**config.mk**
```make
export PLATFORM = sky130hd
export DESIGN_NAME = mem_port_arbiter_flat
export DESIGN_NICKNAME = d
export VERILOG_FILES = /design/src/rtl/mem_port_arbiter_if.sv /design/src/rtl/mem_port_arbiter.sv /design/src/flat_wrapper.sv
export SDC_FILE = /design/constraint.sdc
export NUM_CORES = 1
export LEC_CHECK = 0
export CAP_MARGIN = 20
export CORE_AREA = 2 2 189 191
export DETAILED_ROUTE_END_ITERATION = 10
export DIE_AREA = 0 0 191 193
export PLACE_DENSITY = 0.59
export SLEW_MARGIN = 20
export SYNTH_ARGS = -nofsm -noshare
export SYNTH_HDL_FRONTEND = slang
export SYNTH_SLANG_ARGS = --single-unit
```
**constraint.sdc**
```tcl
create_clock -name clock -period 11.1 [get_ports clock]
set_input_delay 2.775 -clock clock [delete_from_list [all_inputs] [get_ports clock]]
set_output_delay 2.775 -clock clock [all_outputs]
set_load 0.1 [all_outputs]
```
**src/rtl/mem_port_arbiter_if.sv**
```systemverilog
// Request/grant, memory bus and read-return signals between the core-side requesters and the memory port arbiter.
// Purely a signal bundle; carries no state and adds no latency.
// Backpressure is expressed by mem2proc_response == 0 (refusal) and by the per-requester gnt pulses.
interface mem_port_arbiter_if;
   // store requester
   logic        st_req;
   logic [31:0] st_addr;
   logic [63:0] st_data;
   logic [1:0]  st_size;
   // load buffer requester
   logic        ld_req;
   logic [31:0] ld_addr;
   logic [1:0]  ld_size;
   logic [2:0]  ld_id;
   // fetch requester
   logic        if_req;
   logic [31:0] if_addr;
   // branch misprediction
   logic        squash;
   // acceptance pulses
   logic        st_gnt;
   logic        ld_gnt;
   logic        if_gnt;
   // memory command bus
   logic [1:0]  proc2mem_command;
   logic [31:0] proc2mem_addr;
   logic [63:0] proc2mem_data;
   logic [1:0]  proc2mem_size;
   // memory response bus
   logic [3:0]  mem2proc_response;
   logic [63:0] mem2proc_data;
   logic [3:0]  mem2proc_tag;
   // read returns
   logic        ld_valid;
   logic [63:0] ld_data;
   logic [2:0]  ld_id_out;
   logic        if_valid;
   logic [63:0] if_data;
   // status
   logic        if_mem_hazard;
   logic        rd_busy;

   // arbiter side
   modport slave (
      input  st_req, st_addr, st_data, st_size,
      input  ld_req, ld_addr, ld_size, ld_id,
      input  if_req, if_addr, squash,
      input  mem2proc_response, mem2proc_data, mem2proc_tag,
      output st_gnt, ld_gnt, if_gnt,
      output proc2mem_command, proc2mem_addr, proc2mem_data, proc2mem_size,
      output ld_valid, ld_data, ld_id_out, if_valid, if_data,
      output if_mem_hazard, rd_busy
   );

   // requester / memory-model side
   modport master (
      output st_req, st_addr, st_data, st_size,
      output ld_req, ld_addr, ld_size, ld_id,
      output if_req, if_addr, squash,
      output mem2proc_response, mem2proc_data, mem2proc_tag,
      input  st_gnt, ld_gnt, if_gnt,
      input  proc2mem_command, proc2mem_addr, proc2mem_data, proc2mem_size,
      input  ld_valid, ld_data, ld_id_out, if_valid, if_data,
      input  if_mem_hazard, rd_busy
   );
endinterface

```
**src/rtl/mem_port_arbiter.sv**
```systemverilog
// Shares one memory port between store, load and fetch; tracks a single outstanding read and routes its return.
// Request to command/grant is combinational (0 cycles); read data appears 1 cycle after the matching tag.
// A refused request (response 0) is simply re-arbitrated next cycle; reads are blocked while one is outstanding.
module mem_port_arbiter #(
   parameter int STARVE_LIMIT = 8
) (
   input  logic              clock,
   input  logic              reset,
   mem_port_arbiter_if.slave bus
);
   localparam logic [0:0] S_IDLE    = 1'b0;
   localparam logic [0:0] S_WAIT    = 1'b1;
   localparam logic [1:0] CMD_NONE  = 2'd0;
   localparam logic [1:0] CMD_LOAD  = 2'd1;
   localparam logic [1:0] CMD_STORE = 2'd2;
   localparam logic [1:0] SEL_NONE  = 2'd0;
   localparam logic [1:0] SEL_ST    = 2'd1;
   localparam logic [1:0] SEL_LD    = 2'd2;
   localparam logic [1:0] SEL_IF    = 2'd3;
   localparam logic       OWN_LD    = 1'b0;
   localparam logic       OWN_IF    = 1'b1;
   // fetch carries no size of its own; it always reads a full doubleword
   localparam logic [1:0] IF_SIZE   = 2'd3;
   localparam logic [3:0] LIMIT     = 4'(STARVE_LIMIT);

   logic [0:0] state;
   logic [3:0] rd_tag;
   logic       rd_owner;
   logic [2:0] rd_id;
   logic       rd_kill;
   logic [3:0] starve_cnt;
   logic [1:0] sel;
   logic       accepted;
   logic       rd_accept;
   logic       rd_return;
   logic       deliver;

   // Choose one requester; while a read is outstanding only stores may use the port.
   always_comb begin
      sel = SEL_NONE;
      if (reset) begin
         sel = SEL_NONE;
      end else if (state == S_WAIT) begin
         if (bus.st_req) sel = SEL_ST;
      end else if (bus.if_req && starve_cnt == LIMIT) begin
         sel = SEL_IF;
      end else if (bus.st_req) begin
         sel = SEL_ST;
      end else if (bus.ld_req) begin
         sel = SEL_LD;
      end else if (bus.if_req) begin
         sel = SEL_IF;
      end
   end

   assign accepted  = (sel != SEL_NONE) && (bus.mem2proc_response != 4'd0);
   assign rd_accept = accepted && (sel == SEL_LD || sel == SEL_IF);
   // a tag is only looked at once we are already waiting, so a same-cycle match at acceptance is ignored
   assign rd_return = (state == S_WAIT) && (bus.mem2proc_tag == rd_tag) && (bus.mem2proc_tag != 4'd0);
   // a squash arriving together with the return still cancels delivery
   assign deliver   = rd_return && !(rd_kill || bus.squash);

   assign bus.st_gnt        = accepted && (sel == SEL_ST);
   assign bus.ld_gnt        = accepted && (sel == SEL_LD);
   assign bus.if_gnt        = accepted && (sel == SEL_IF);
   assign bus.if_mem_hazard = !reset && bus.if_req && !bus.if_gnt;
   assign bus.rd_busy       = (state == S_WAIT);

   // Present the selected requester on the memory command bus.
   always_comb begin
      bus.proc2mem_command = CMD_NONE;
      bus.proc2mem_addr    = 32'd0;
      bus.proc2mem_data    = 64'd0;
      bus.proc2mem_size    = 2'd0;
      case (sel)
         SEL_ST: begin
            bus.proc2mem_command = CMD_STORE;
            bus.proc2mem_addr    = bus.st_addr;
            bus.proc2mem_data    = bus.st_data;
            bus.proc2mem_size    = bus.st_size;
         end
         SEL_LD: begin
            bus.proc2mem_command = CMD_LOAD;
            bus.proc2mem_addr    = bus.ld_addr;
            bus.proc2mem_size    = bus.ld_size;
         end
         SEL_IF: begin
            bus.proc2mem_command = CMD_LOAD;
            bus.proc2mem_addr    = bus.if_addr;
            bus.proc2mem_size    = IF_SIZE;
         end
         default: ;
      endcase
   end

   // Outstanding-read tracker: capture tag/owner on acceptance, release on the matching return.
   always_ff @(posedge clock or posedge reset) begin
      if (reset) begin
         state    <= S_IDLE;
         rd_tag   <= 4'd0;
         rd_owner <= OWN_LD;
         rd_id    <= 3'd0;
         rd_kill  <= 1'b0;
      end else if (state == S_IDLE) begin
         if (rd_accept) begin
            state    <= S_WAIT;
            rd_tag   <= bus.mem2proc_response;
            rd_owner <= (sel == SEL_IF) ? OWN_IF : OWN_LD;
            rd_id    <= bus.ld_id;
            rd_kill  <= bus.squash;
         end
      end else begin
         if (rd_return) begin
            state   <= S_IDLE;
            rd_kill <= 1'b0;
         end else if (bus.squash) begin
            rd_kill <= 1'b1;
         end
      end
   end

   // Count consecutive cycles fetch asks and is turned away, saturating at the promotion point.
   always_ff @(posedge clock or posedge reset) begin
      if (reset) begin
         starve_cnt <= 4'd0;
      end else if (!bus.if_req || bus.if_gnt) begin
         starve_cnt <= 4'd0;
      end else if (starve_cnt != LIMIT) begin
         starve_cnt <= starve_cnt + 4'd1;
      end
   end

   // Register the returning read toward its owner for one cycle; data is zero otherwise.
   always_ff @(posedge clock or posedge reset) begin
      if (reset) begin
         bus.ld_valid  <= 1'b0;
         bus.ld_data   <= 64'd0;
         bus.ld_id_out <= 3'd0;
         bus.if_valid  <= 1'b0;
         bus.if_data   <= 64'd0;
      end else begin
         bus.ld_valid  <= deliver && (rd_owner == OWN_LD);
         bus.ld_data   <= (deliver && rd_owner == OWN_LD) ? bus.mem2proc_data : 64'd0;
         bus.ld_id_out <= (deliver && rd_owner == OWN_LD) ? rd_id : 3'd0;
         bus.if_valid  <= deliver && (rd_owner == OWN_IF);
         bus.if_data   <= (deliver && rd_owner == OWN_IF) ? bus.mem2proc_data : 64'd0;
      end
   end
endmodule

```
**src/flat_wrapper.sv**
```systemverilog
// flat-port wrapper written by rule: the top's interface ports become plain ports
module mem_port_arbiter_flat 
#(
   parameter int STARVE_LIMIT = 8
)
  (clock, reset, bus_st_req, bus_st_addr, bus_st_data, bus_st_size, bus_ld_req, bus_ld_addr, bus_ld_size, bus_ld_id, bus_if_req, bus_if_addr, bus_squash, bus_mem2proc_response, bus_mem2proc_data, bus_mem2proc_tag, bus_st_gnt, bus_ld_gnt, bus_if_gnt, bus_proc2mem_command, bus_proc2mem_addr, bus_proc2mem_data, bus_proc2mem_size, bus_ld_valid, bus_ld_data, bus_ld_id_out, bus_if_valid, bus_if_data, bus_if_mem_hazard, bus_rd_busy);
  mem_port_arbiter_if bus_i ();
  input  logic clock;
  input  logic reset;
  input wire logic [$bits(bus_i.st_req)-1:0] bus_st_req;
  input wire logic [$bits(bus_i.st_addr)-1:0] bus_st_addr;
  input wire logic [$bits(bus_i.st_data)-1:0] bus_st_data;
  input wire logic [$bits(bus_i.st_size)-1:0] bus_st_size;
  input wire logic [$bits(bus_i.ld_req)-1:0] bus_ld_req;
  input wire logic [$bits(bus_i.ld_addr)-1:0] bus_ld_addr;
  input wire logic [$bits(bus_i.ld_size)-1:0] bus_ld_size;
  input wire logic [$bits(bus_i.ld_id)-1:0] bus_ld_id;
  input wire logic [$bits(bus_i.if_req)-1:0] bus_if_req;
  input wire logic [$bits(bus_i.if_addr)-1:0] bus_if_addr;
  input wire logic [$bits(bus_i.squash)-1:0] bus_squash;
  input wire logic [$bits(bus_i.mem2proc_response)-1:0] bus_mem2proc_response;
  input wire logic [$bits(bus_i.mem2proc_data)-1:0] bus_mem2proc_data;
  input wire logic [$bits(bus_i.mem2proc_tag)-1:0] bus_mem2proc_tag;
  output wire logic [$bits(bus_i.st_gnt)-1:0] bus_st_gnt;
  output wire logic [$bits(bus_i.ld_gnt)-1:0] bus_ld_gnt;
  output wire logic [$bits(bus_i.if_gnt)-1:0] bus_if_gnt;
  output wire logic [$bits(bus_i.proc2mem_command)-1:0] bus_proc2mem_command;
  output wire logic [$bits(bus_i.proc2mem_addr)-1:0] bus_proc2mem_addr;
  output wire logic [$bits(bus_i.proc2mem_data)-1:0] bus_proc2mem_data;
  output wire logic [$bits(bus_i.proc2mem_size)-1:0] bus_proc2mem_size;
  output wire logic [$bits(bus_i.ld_valid)-1:0] bus_ld_valid;
  output wire logic [$bits(bus_i.ld_data)-1:0] bus_ld_data;
  output wire logic [$bits(bus_i.ld_id_out)-1:0] bus_ld_id_out;
  output wire logic [$bits(bus_i.if_valid)-1:0] bus_if_valid;
  output wire logic [$bits(bus_i.if_data)-1:0] bus_if_data;
  output wire logic [$bits(bus_i.if_mem_hazard)-1:0] bus_if_mem_hazard;
  output wire logic [$bits(bus_i.rd_busy)-1:0] bus_rd_busy;
  assign bus_i.st_req = bus_st_req;
  assign bus_i.st_addr = bus_st_addr;
  assign bus_i.st_data = bus_st_data;
  assign bus_i.st_size = bus_st_size;
  assign bus_i.ld_req = bus_ld_req;
  assign bus_i.ld_addr = bus_ld_addr;
  assign bus_i.ld_size = bus_ld_size;
  assign bus_i.ld_id = bus_ld_id;
  assign bus_i.if_req = bus_if_req;
  assign bus_i.if_addr = bus_if_addr;
  assign bus_i.squash = bus_squash;
  assign bus_i.mem2proc_response = bus_mem2proc_response;
  assign bus_i.mem2proc_data = bus_mem2proc_data;
  assign bus_i.mem2proc_tag = bus_mem2proc_tag;
  assign bus_st_gnt = bus_i.st_gnt;
  assign bus_ld_gnt = bus_i.ld_gnt;
  assign bus_if_gnt = bus_i.if_gnt;
  assign bus_proc2mem_command = bus_i.proc2mem_command;
  assign bus_proc2mem_addr = bus_i.proc2mem_addr;
  assign bus_proc2mem_data = bus_i.proc2mem_data;
  assign bus_proc2mem_size = bus_i.proc2mem_size;
  assign bus_ld_valid = bus_i.ld_valid;
  assign bus_ld_data = bus_i.ld_data;
  assign bus_ld_id_out = bus_i.ld_id_out;
  assign bus_if_valid = bus_i.if_valid;
  assign bus_if_data = bus_i.if_data;
  assign bus_if_mem_hazard = bus_i.if_mem_hazard;
  assign bus_rd_busy = bus_i.rd_busy;
  mem_port_arbiter #(.STARVE_LIMIT(STARVE_LIMIT)) u_core (.clock(clock), .reset(reset), .bus(bus_i));
endmodule
```
; ---- After elaboration in Yosys (flattened, before gate mapping)
; Cells that the tools add are included.
[word_totals]
register_bits = 147
out_inout_bits = 238
input_bits = 245
wordCells = 73
[classes]
reduce_logical = 28
eq_ne = 7
n_addsub = 1
mux = 24
bitwise_logic = 2
[op_table]
columns = cell, n
row1 = 64-bit two-way mux, 3
row2 = 32-bit one-hot mux with 3 select lines, 1
row3 = 1-bit logical AND, 13
row4 = 2-bit two-way mux, 6
row5 = 1-bit two-way mux, 9
row6 = 4-bit two-way mux, 2
row7 = 4-bit nonzero test, 2
row8 = 2-bit one-hot mux with 3 select lines, 1
row9 = 2-bit nonzero test, 3
row10 = "4-bit by 1-bit adder with 4-bit output, second input constant", 1
row11 = "2-bit == test, second input constant", 2
row12 = 4-bit == test, 1
row13 = "4-bit == test, second input constant", 1
row14 = 1-bit logical NOT, 4
row15 = "4-bit != test, second input constant", 1
row16 = 2-bit one-hot mux with 2 select lines, 1
row17 = 2-bit AND reduction, 2
row18 = 1-bit logical OR, 3
row19 = 3-bit two-way mux, 1
row20 = "3-bit != test, second input constant", 1
row21 = "2-bit by 1-bit == test with 1-bit output, second input constant", 1
row22 = 1-bit NOT, 2
row23 = 2-bit OR reduction, 1

; ---- Depth between registers and ports, before layout
; Gate-level depths: netlist of the first run.
[depth]
ltp_word = 11
ltp_mapped = 9
depth_no_buf = 6

; ---- Worst setup path before layout of the first run
; No wires, ideal clock.
[synth_path]
path_type = input -> output
start = in bus_ld_req
end = out bus_proc2mem_size[0]
required_time_ns = 8.325
arrival_ns = 5.680
path_slack_ns = 2.645
n_path_buf = 2
cell_stages = 6
path_cell_list = nor2b_1 > a221oi_4 > buf_6 > buf_2 > nor2_1 > o21ai_0
[synth_between]
elab_chain_cells = 7
elab_cells_between_ends = 9
classes_between = eq/ne (3) / mux (6)
[synth_lines]
columns = element, line_no
row1 = from (decl), flat_wrapper.sv:14  ; input wire logic [$bits(bus_i.ld_req)-1:0] bus_ld_req;
row2 = 2-bit two-way mux *, mem_port_arbiter.sv:49  ; end else if (bus.ld_req) begin
row3 = 2-bit two-way mux *, mem_port_arbiter.sv:47  ; end else if (bus.st_req) begin
row4 = 2-bit two-way mux *, mem_port_arbiter.sv:45  ; end else if (bus.if_req && starve_cnt == LIMIT) begin
row5 = 2-bit two-way mux *, mem_port_arbiter.sv:43  ; end else if (state == S_WAIT) begin
row6 = 2-bit two-way mux *, mem_port_arbiter.sv:41  ; if (reset) begin
row7 = 2-bit == test or 2-bit by 1-bit == test with 1-bit output (tied branches), mem_port_arbiter.sv:75  ; case (sel)
row8 = 2-bit one-hot mux with 3 select lines *, mem_port_arbiter.sv:75
row9 = to (decl), flat_wrapper.sv:30  ; output wire logic [$bits(bus_i.proc2mem_size)-1:0] bus_proc2mem_size;
; Every way passes the cells marked *; elsewhere a longest branch is shown, timed or not.

; ---- Final worst setup path of the first run
[layout_path]
start = in bus_if_req
end = out bus_proc2mem_addr[29]
[layout_between]
elab_chain_cells = 8
elab_cells_between_ends = 11
classes_between = eq/ne (3) / mux (7) / reduce/logical (1)
[layout_lines]
columns = element, line_no
row1 = from (decl), flat_wrapper.sv:18  ; input wire logic [$bits(bus_i.if_req)-1:0] bus_if_req;
row2 = 2-bit two-way mux, mem_port_arbiter.sv:51  ; end else if (bus.if_req) begin
row3 = 2-bit two-way mux, mem_port_arbiter.sv:49
row4 = 2-bit two-way mux, mem_port_arbiter.sv:47
row5 = 2-bit two-way mux *, mem_port_arbiter.sv:45
row6 = 2-bit two-way mux *, mem_port_arbiter.sv:43
row7 = 2-bit two-way mux *, mem_port_arbiter.sv:41
row8 = 2-bit == test or 2-bit by 1-bit == test with 1-bit output (tied branches), mem_port_arbiter.sv:75
row9 = 32-bit one-hot mux with 3 select lines *, mem_port_arbiter.sv:75
row10 = to (decl), flat_wrapper.sv:28  ; output wire logic [$bits(bus_i.proc2mem_addr)-1:0] bus_proc2mem_addr;
; Marked as above.

==> metrics.md, run 1 <==
| Metric | Value |
|---|---|
| Drt first pass iters | 4 |
| CP top delay family | buffers and inverters |
| Synth cell count leaders | 147 x dfrtp_1, 129 x and3_1, 71 x and2_1 |
| Mux cell area share after synthesis | under 10% |
| Die width | 191 um |
| Max incr delay on CP | around 1.2 ns |
| Dpl cells | roughly 1400 |
| GRT Residual Overflow | 0 |
| Maximum clock insertion buffer count | 2 |
| Cell count along the critical path | 7 |
| Post-synthesis register bit count | ~150 |
| Gate Count Post-Synth | between 500 and 600 |
| Leak pwr | between 0.005 and 0.006 uW |
| Setup violators final | 0 |
| Async set or reset register ratio after synthesis | between 90% and 100% |
| Iteration-0 DRC Markers | 230 |
| Num Clock Sinks | about 150 |
| Number of global-route vias before repair | between 6000 and 7000 |
| Tcrit/Tclk final | just over 80% |
| Post-CTS sizing | 0 |
| Hold Crit Depth | 2 |
| Largest net degree at the start of global routing | just over 100 |
| CTS tree | done |
| Post-synthesis xor/xnor area fraction | less than 1% |
| IO Count | between 400 and 500 |
| Endpoints failing hold | 0 |
| Cell Area, Synth | between 6000 and 7000 sq um |
| Non-Filler Instances | approximately 1500 |
| # DRC | 0 |
| Top cell type's share of synthesized area | 58.6% |
| Proportion of layout cells with a drive suffix above 1 | slightly above 5% |
| Relative slew margins | a little over a quarter |
| Hold Crit Class | flip-flop to flip-flop |
| Number of port buffers | a little under 500 |
| Cell variety after synth | 42 |
| CP arrival | approximately 6.2 ns |
| Setup Skew | 0.0129 ns |
| Sequential fraction of the synthesis area | between 50% and 60% |
| Setup Crit Path Kind | input port to primary output |
| Maximum capacitance violations | 0 |
| Synth Area in Adders | 0.399% |
| Crit path time final | between 9 and 10 ns |
| Crit path max fanout | a little over 100 |
| Final wirelength | 28.3 mm |
| Initial Util | 18.0% |
| Status | finished clean |
| EDFF count, synth | 0 |
| Critical Path Slowest Stage Cell | clkdlybuf4s50_1 |
| Critical Path RT | around 8.3 ns |
| Die H | 193 um |
| Most used cell, CP | clkdlybuf4s50_1 |
| CTS root buf | clkbuf_16 |
| Fillcell total | ~3500 |
| Routed vias | roughly 5900 |
| Yosys top cell by area | dfrtp_1 |
| Ys Warns | 0 |
| Ranking of synthesized cells by area | dfrtp_1 59%, and3_1 13%, and2_1 7.1% |
| Die area | about 37000 sq um |
| Final slew viol count | 0 |
| Area of the core | between 30000 and 40000 sq um |
| CTS Hold Bufs | 0 |
| First-pass GRT wire length | just over 40 mm |
| Detail Placement HPWL | ~22 mm |
| Total CTS buffers | 17 |
| RSZ-0062 raised after global routing | no |
| Post-Syn Nets | between 700 and 800 |
| Worst R2R Setup Slack | between 8 and 9 ns |
| Compound-Gate Fraction of Synth Area | about 6.6% |
| Startpoint Class | input port |
| Clk pin slew, worst setup/hold paths | approximately 0.06 ns |
| Main combinational cell family by area after synthesis | simple AND/OR/NAND/NOR gates |
| Via density per instance | between 4 and 5 |
| WL/cell | ~19 um |
| Top-count cell post-synth | dfrtp_1 |
| Worst slew pin tran | 1.11 ns |
| Worst Path Buf+Inv | 3 |
| VDD IR max | slightly below 0.1 mV |
| Worst-Skew Late Latency | 0.42 ns |
| Fin nets | roughly 1200 |
| Fmax | between 100 and 150 MHz |
| Synth Area in Simple Gates | between 20% and 30% |
| PwrDens | about 150 nW/um^2 |
| Post-route ant nets | 0 |
| H-tree depth | 4 |
| Fin Setup TNS | 0 ns |
| Crit path cell chain | clkdlybuf4s50_1 > nand2b_4 > a221oi_4 > buf_4 > mux2i_1 > o2bb2ai_1 > clkdlybuf4s50_1 |
| Area Overhead vs Synth | 93.4% |
| Initial antenna violation count | 6 |
| Mean Syn Cell Area | about 12 sq um |
| GRT Util Overall | 15.0% |
| R2R cell count | 7 |
| Routability Congestion | a little over 0.8 |
| Site Rows | 69 |
| CP Capture Type | primary output |
| Power consumption | 1820 uW |
| Setup bufs post-CTS | 0 |
| Post-synth top flop | dfrtp_1 |
[power breakdown]
part | switching (uW) | total [uW] | internal, uW
Combinational | 446 | 642 | 195
Sequential | 16.7 | 575 | 559
Clock | 227 | 603 | 376
[logic make-up (layout without fill, tap and decap cells)]
group	count (synthesis)	after routing
xor+xnor	6	6
other cells	0	5
buf+inv	53	527
flops	147	147
mux	32	32
compound gates	47	47
fa+ha+maj	2	2
simple gates	248	248
[sequential cells by signal, summed over array words and instances, names as in the netlist]
register              flops
u_core.bus.if_valid       1
u_core.bus.ld_id_out      3
u_core.starve_cnt         4
u_core.rd_id              3
u_core.bus.rd_busy        1
u_core.rd_owner           1
u_core.bus.ld_data       64
u_core.rd_kill            1
u_core.bus.if_data       64
u_core.rd_tag             4
u_core.bus.ld_valid       1
[layer usage]
layer | vias to the layer above | GRT usage (%) | routed length (um) | part of all wire (%)
met3 | 33 | 5.38 | 2610 | 9.2
met4 | 2 | 5.64 | 642 | 2.3
met2 | 310 | 25.4 | 13700 | 48
met5 | - | 0 | 13 | 0.046
li1 | 2765 | - | - | -
met1 | 2820 | 17.5 | 11400 | 40
[tightest hold or removal path: cells and delay by family (launching register included)]
family        cells  cell delay (ns)
flops             1             0.33
simple gates      2             0.10
[cell usage in the layout, fill, tap and decap left out, types with 3 or more instances in the layout]
cell type / n
nor2_1: 12
buf_4: 9
bufinv_16: 4
nand2_1: 19
inv_6: 3
diode_2: 5
and2_1: 71
and3_1: 129
mux2i_1: 32
clkbuf_16: 17
clkdlybuf4s50_1: 482
o21ai_0: 3
o2bb2ai_1: 32
xnor2_1: 4
dfrtp_1: 146
inv_1: 4
[area by class of cell]
cell class              instances  area (sq um)  share of cell area [%]
repair buffers                491          4890                    40.3
multi-input cells             335          2340                    19.3
clock inverters                12           180                    1.48
diodes                          5          12.5                   0.103
clock buffers                  19           433                    3.57
flip-flops and latches        147          3680                    30.3
well taps                     461           577                    4.75
inverters                       5          23.8                   0.196
[path summary, 6_finish.rpt]
path | start | end
setup / recovery | bus_if_req | bus_proc2mem_addr[29]
hold / removal | u_core.rd_id[1] | u_core.rd_id[1]
setup reg to reg | u_core.starve_cnt[0] | u_core.rd_tag[1]
hold reg to reg | u_core.rd_id[1] | u_core.rd_id[1]
max in group asynchronous | reset | u_core.bus.ld_data[17]
min in group asynchronous | reset | u_core.bus.if_data[60]
[metrics by stage]
step	util [%]	setup slack [ns]	area, sq um	hold WS (ns)
2_1_floorplan	-	2.65	6280	0.437
3_3_place_gp	32.9	2.21	11500	0.454
3_5_place_dp	32.9	2.10	11500	0.458
4_1_cts	34.7	2.08	12100	0.473
5_1_grt	34.7	1.93	12100	0.485
6_report	34.7	2.08	12100	0.468
Power figures use the tool's default switching activity.
==> inputs of run 2 (changes only) <==
--- a/config.mk
+++ b/config.mk
@@ -6,10 +6,10 @@
 export NUM_CORES = 1
 export LEC_CHECK = 0
 export CAP_MARGIN = 20
-export CORE_AREA = 2 2 189 191
+export CORE_AREA = 2 2 186 188
 export DETAILED_ROUTE_END_ITERATION = 10
-export DIE_AREA = 0 0 191 193
-export PLACE_DENSITY = 0.59
+export DIE_AREA = 0 0 188 190
+export PLACE_DENSITY = 0.6
 export SLEW_MARGIN = 20
 export SYNTH_ARGS = -nofsm -noshare
 export SYNTH_HDL_FRONTEND = slang
==> constraint.sdc (replaced) <==
create_clock -name clock -period 8.5 [get_ports clock]
set_input_delay 2.125 -clock clock [delete_from_list [all_inputs] [get_ports clock]]
set_output_delay 2.125 -clock clock [all_outputs]
set_load 0.1 [all_outputs]
==> run 2 against run 1 <==
Non-clock buffer count up 1. Sequential power grew 34%. Combinational power grew 26%. Clock-buffer cell count down 1. Via count up 0.19%. Critical endpoint is now bus_st_gnt.
==> metrics.md, run 2 (same netlist as run 1, synthesis figures left out) <==
| Metric | Value |
|---|---|
| Worst slew pin tran | 1.05 ns (was 1.11 ns) |
| Via density per instance | 4.04 (was 4.02) |
| Maximum capacitance violations | 0 (unchanged) |
| GRT Util Overall | 14.2% (was 15.0%) |
| Status | finished clean (unchanged) |
| Die H | 190 um (was 193 um) |
| # DRC | 0 (unchanged) |
| Number of port buffers | 482 (unchanged) |
| Proportion of layout cells with a drive suffix above 1 | 13.6% (was 5.05%) |
| Final slew viol count | 0 (unchanged) |
| Crit path time final | slightly above 7 ns |
| Fin Setup TNS | 0 ns (unchanged) |
| Tcrit/Tclk final | between 80% and 90% |
| First-pass GRT wire length | 38.1 mm (was 40.4 mm) |
| Startpoint Class | input port (unchanged) |
| Endpoints failing hold | 0 (unchanged) |
| Post-CTS sizing | 0 (unchanged) |
| Die area | 35700 sq um (was 36900 sq um) |
| Routability Congestion | 0.802 (was 0.829) |
| Critical Path RT | 6.38 ns (was 8.33 ns) |
| Number of global-route vias before repair | 6140 (was 6304) |
| Fin nets | 1245 (was 1244) |
| CP Capture Type | primary output (unchanged) |
| CP arrival | 5.13 ns (was 6.24 ns) |
| H-tree depth | 4 (unchanged) |
| Site Rows | 68 (was 69) |
| Top flop regs | u_core.bus.if_data (64), u_core.bus.ld_data (64) (unchanged) |
| Fmax | between 100 and 150 MHz |
| Final wirelength | 26.0 mm (was 28.3 mm) |
| Area Overhead vs Synth | 89.9% (was 93.4%) |
| Setup violators final | 0 (unchanged) |
| Area of the core | 33900 sq um (was 35000 sq um) |
| Power consumption | 2340 uW (was 1820 uW) |
| Die width | 188 um (was 191 um) |
| Routed vias | 5941 (was 5930) |
| R2R cell count | 4 (was 7) |
| Post-route ant nets | 0 (unchanged) |
| GRT Residual Overflow | 0 (unchanged) |
| Maximum clock insertion buffer count | 2 (unchanged) |
| Largest net degree at the start of global routing | 104 (was 103) |
| Total CTS buffers | 17 (unchanged) |
| Setup Crit Path Kind | input port to primary output (unchanged) |
| VDD IR max | 0.122 mV (was 0.0994 mV) |
| WL/cell | 17.7 um (was 19.2 um) |
| Relative slew margins | 29.5% (was 26.1%) |
| Hold Crit Class | flip-flop to flip-flop (unchanged) |
| Most frequent cells in the layout | 399 x clkdlybuf4s50_1, 146 x dfrtp_1, 129 x and3_1 (was 482 x clkdlybuf4s50_1, 146 x dfrtp_1, 129 x and3_1) |
| IO Count | 483 (unchanged) |
| CTS tree | done (unchanged) |
| Leak pwr | 0.00567 uW (was 0.00553 uW) |
| Detail Placement HPWL | 19.7 mm (was 21.8 mm) |
| Num Clock Sinks | 147 (unchanged) |
| Clk pin slew, worst setup/hold paths | 0.06 ns (about the same) |
| Initial Util | 18.5% (was 18.0%) |
| CTS root buf | clkbuf_16 (unchanged) |
| Drt first pass iters | 4 (unchanged) |
| Setup Skew | 0.0175 ns (was 0.0129 ns) |
| Initial antenna violation count | 4 (was 6) |
| Most common cell after layout, fill and taps aside | clkdlybuf4s50_1 (unchanged) |
| RSZ-0062 raised after global routing | no (unchanged) |
| Worst-Skew Late Latency | 0.43 ns (was 0.42 ns) |
| Iteration-0 DRC Markers | 161 (was 230) |
| Hold Crit Depth | 2 (unchanged) |
| Crit path max fanout | 30 (was 102) |
| Setup bufs post-CTS | 0 (unchanged) |
| CTS Hold Bufs | 0 (unchanged) |
| PwrDens | 196 nW/um^2 (was 150 nW/um^2) |
-- run 2: cell types whose count changed in the layout (fill, tap and decap cells not counted), moves of 2 or more --
cell | previous run | this run
clkinvlp_4 | 2 | 4
bufinv_16 | 4 | 2
clkbuf_1 | 2 | 0
clkdlybuf4s50_1 | 482 | 399
buf_4 | 9 | 91
inv_6 | 3 | 5
-- run 2: layer usage --
| layer | global-route usage [%] | part of all wire [%] |
|---|---|---|
| met4 | 4.78 | 1.8 |
| met3 | 5.40 | 9.0 |
| met1 | 15.3 | 38 |
| met5 | 0 | 0 |
| met2 | 25.6 | 52 |
-- run 2: worst paths after layout --
| path | from | end | slack [ns] |
|---|---|---|---|
| max in group asynchronous | reset | u_core.bus.ld_data[38] | 4.97 |
| min in group asynchronous | reset | u_core.starve_cnt[2] | 2.37 |
| setup / recovery | bus_if_req | bus_st_gnt | 1.24 |
| hold / removal | u_core.rd_id[1] | u_core.rd_id[1] | 0.47 |
| setup reg to reg | u_core.rd_owner | u_core.bus.ld_data[34] | 6.29 |
| hold reg to reg | u_core.rd_id[1] | u_core.rd_id[1] | 0.47 |
-- run 2: area by class of cell --
cell class | count | area [sq um]
multi-input combinational | 335 | 2340
clock buffer | 18 | 439
fill | 3386 | 22000
inverter | 5 | 23.8
clock inverter | 13 | 150
timing repair buffer | 492 | 4710
sequential | 147 | 3680
tap | 455 | 569
antenna | 4 | 10.0
-- run 2: where the power goes --
part	switching (uW)	internal [uW]	total, uW
Clock	318	444	762
Combinational	566	244	809
Sequential	39.0	729	768
Total	923	1420	2340
-- run 2: worst max-delay path, stage by stage --
cell	delay [ns]
clkdlybuf4s50_1	0.53
o21ba_2	0.30
o21ai_4	0.38
buf_4	0.36
and3_1	0.27
clkdlybuf4s50_1	1.16
-- run 2: stage by stage --
step | util, % | worst slack [ns] | cell area, sq um | hold slack (ns) | cells
after detailed placement | 33.3 | 1.21 | 11300 | 0.461 | 1434
after global routing | 35.1 | 1.11 | 11900 | 0.514 | 1469
after floorplan | - | 1.35 | 6280 | 0.437 | 535
final | 35.1 | 1.24 | 11900 | 0.474 | 1469
after global placement | 33.3 | 1.27 | 11300 | 0.458 | 1434
after CTS | 35.1 | 1.21 | 11900 | 0.477 | 1465
==> inputs of run 3 (changes only) <==
==> constraint.sdc (replaced) <==
create_clock -name clock -period 7.3 [get_ports clock]
set_input_delay 1.825 -clock clock [delete_from_list [all_inputs] [get_ports clock]]
set_output_delay 1.825 -clock clock [all_outputs]
set_load 0.1 [all_outputs]
==> run 3 against run 2 <==
Hold slack worse by 0.0079 ns. Setup slack gained 0.065 ns. Via count fell by 0.47%. Die area did not move. Final area rose by 3.5%. Sequential power grew 14%. Sequential share of layout area down 1.0 points. Critical path depth increased by 2. Flip-flop and latch count stayed put. Clock power up 27%. Largest cell class unchanged.
==> metrics.md, run 3 (same netlist as run 1, synthesis figures left out) <==
| Metric | Value |
|---|---|
| Util after Layout | 36.3% (was 35.1%) |
| Tcrit/Tclk final | 82.1% |
| GRT Residual Overflow | 0 (unchanged) |
| Critical Path Slowest Stage Cell | clkdlybuf4s50_1 (unchanged) |
| Worst R2R Setup Slack | 5.27 ns (was 6.29 ns) |
| Critical Path RT | 5.48 ns (was 6.38 ns) |
| Relative slew margins | 28.9% (was 29.5%) |
| Most frequent cells in the layout | 378 x clkdlybuf4s50_1, 146 x dfrtp_1, 129 x and3_1 (was 399 x clkdlybuf4s50_1, 146 x dfrtp_1, 129 x and3_1) |
| Sequential power share | 30.6% (was 32.8%) |
| Max incr delay on CP | 0.52 ns (was 1.16 ns) |
| Drt first pass iters | 4 (unchanged) |
| Num Clock Sinks | 147 (unchanged) |
| Setup violators final | 0 (unchanged) |
| PwrDens | 232 nW/um^2 (was 196 nW/um^2) |
| Worst slew pin tran | 1.06 ns (was 1.05 ns) |
| Crit path cell chain | clkdlybuf4s50_1 > o21ba_2 > o21ai_4 > buf_4 > and2_1 > buf_4 > o2bb2ai_1 > buf_12 (was clkdlybuf4s50_1 > o21ba_2 > o21ai_4 > buf_4 > and3_1 > clkdlybuf4s50_1) |
| CTS root buf | clkbuf_16 (unchanged) |
| Area of the core | 33900 sq um (unchanged) |
| Final wirelength | 26.5 mm (was 26.0 mm) |
| Routability Congestion | 0.810 (was 0.802) |
| Most used cell, CP | buf_4 (was clkdlybuf4s50_1) |
| Post-route ant nets | 0 (unchanged) |
| Crit path max fanout | 35 (was 30) |
| Die H | 190 um (unchanged) |
| IO Count | 483 (unchanged) |
| Setup Crit Path Kind | input port to primary output (unchanged) |
| Fillcell total | 3372 (was 3386) |
| CTS Hold Bufs | 0 (unchanged) |
| H-tree depth | 4 (unchanged) |
| Number of global-route vias before repair | 6475 (was 6140) |
| Detail Placement HPWL | 20.3 mm (was 19.7 mm) |
| GRT Util Overall | 14.8% (was 14.2%) |
| Crit path time final | 5.99 ns |
| Setup Skew | 0.0150 ns (was 0.0175 ns) |
| Site Rows | 68 (unchanged) |
| Routed vias | 5913 (was 5941) |
| # DRC | 0 (unchanged) |
| NetSw | 1080 uW (was 923 uW) |
| Leak pwr | 0.00584 uW (was 0.00567 uW) |
| Maximum capacitance violations | 0 (unchanged) |
| Post-CTS sizing | 0 (unchanged) |
| Proportion of layout cells with a drive suffix above 1 | 15.7% (was 13.6%) |
| CP top delay family | buffers and inverters (unchanged) |
| R2R cell count | 4 (unchanged) |
| Worst-Skew Late Latency | 0.42 ns (was 0.43 ns) |
| Sw Ratio | 37.7% (was 39.4%) |
| RSZ-0062 raised after global routing | no (unchanged) |
| Largest net degree at the start of global routing | 95 (was 104) |
| Iteration-0 DRC Markers | 209 (was 161) |
| Final slew viol count | 0 (unchanged) |
| VDD IR max | 0.126 mV (was 0.122 mV) |
| CP arrival | 4.17 ns (was 5.13 ns) |
| First-pass GRT wire length | 39.8 mm (was 38.1 mm) |
| CP Launch Point | bus_if_req (unchanged) |
| Fmax | 167 MHz |
| Hold Crit Class | flip-flop to flip-flop (unchanged) |
| Crit path to | bus_proc2mem_addr[31] (was bus_st_gnt) |
| Fin nets | 1246 (was 1245) |
| Via density per instance | 4.02 (was 4.04) |
| Most common cell after layout, fill and taps aside | clkdlybuf4s50_1 (unchanged) |
| Comb pwr share | 35.7% (was 34.6%) |
| Initial antenna violation count | 4 (unchanged) |
| Worst flop-to-flop path endpoint | u_core.bus.ld_data[34] (unchanged) |
| Status | finished clean (unchanged) |
| Total CTS buffers | 17 (unchanged) |
| Clk pin slew, worst setup/hold paths | 0.06 ns (about the same) |
| Endpoints failing hold | 0 (unchanged) |
| Setup bufs post-CTS | 0 (unchanged) |
| R2R Path Start | u_core.bus.rd_busy (was u_core.rd_owner) |
| Number of port buffers | 482 (unchanged) |
| CTS tree | done (unchanged) |
| Worst Path Buf+Inv | 4 (was 3) |
| Internal power | 1790 uW (was 1420 uW) |
| Die width | 188 um (unchanged) |
| Maximum clock insertion buffer count | 2 (unchanged) |
| Hold Crit Depth | 2 (unchanged) |
| Startpoint Class | input port (unchanged) |
| Top flop regs | u_core.bus.if_data (64), u_core.bus.ld_data (64) (unchanged) |
| Fin Setup TNS | 0 ns (unchanged) |
| Clock power share | 33.7% (was 32.6%) |
| WL/cell | 18.0 um (was 17.7 um) |
| Cell count along the critical path | 8 (was 6) |
| CP Capture Type | primary output (unchanged) |
| Die area | 35700 sq um (unchanged) |
| Initial Util | 18.5% (unchanged) |
| Area Overhead vs Synth | 96.5% (was 89.9%) |
run 3: cell types whose count changed in the layout (fill, tap and decap cells not counted), sizes merged, moves of 2 or more:
cell and change:
clkinv -2, clkbuf +2, buf +22, clkinvlp -2, clkdlybuf4s50 -21, bufinv +2
run 3: cell type report:
type                            instances  area [sq um]  area share (%)
Antenna cell                            4          10.0          0.0811
Sequential cell                       147          3680            29.8
Timing Repair Buffer                  493          5060            41.0
Multi-Input combinational cell        335          2340            19.0
Clock inverter                         12           193            1.56
Clock buffer                           20           457            3.70
Inverter                                5          23.8           0.193
Tap cell                              455           569            4.62
run 3: per-layer routing:
layer	GRT usage [%]	up-vias	share of wire [%]
li1	-	2780	-
met1	15.8	2823	37
met2	26.9	287	52
met3	5.40	23	8.6
met4	5.27	0	1.9
met5	0	-	0
run 3: tightest hold or removal path: cells and delay by family (launching register included):
family | cells | cell delay (ns)
DFF | 1 | 0.33
and+or+nand+nor | 2 | 0.10
run 3: worst min-delay path by stage:
stage                    start               to
5_1_grt        u_core.rd_id[1]  u_core.rd_id[1]
6_report       u_core.rd_id[1]  u_core.rd_id[1]
3_3_place_gp   u_core.rd_id[0]  u_core.rd_id[0]
2_1_floorplan  u_core.rd_id[0]  u_core.rd_id[0]
4_1_cts        u_core.rd_id[1]  u_core.rd_id[1]
3_5_place_dp   u_core.rd_id[1]  u_core.rd_id[1]
run 3: power by group through the flow:
stage	registers (uW)	logic [uW]	clock network, uW
floorplan	942	598	0
global placement	892	1030	0
detailed placement	894	1030	0
CTS	878	1040	999
global route	881	1070	1030
finish	877	1020	965
run 3: through the flow:
step,cells,worst slack [ns],hold WS [ns],total power (uW),area (sq um)
finish,1471,1.31,0.467,2870,12300
global route,1470,1.18,0.490,2980,12300
CTS,1467,1.33,0.476,2920,12300
detailed placement,1435,1.35,0.462,1930,11700
global placement,1435,1.38,0.452,1920,11700
floorplan,535,0.745,0.437,1540,6280
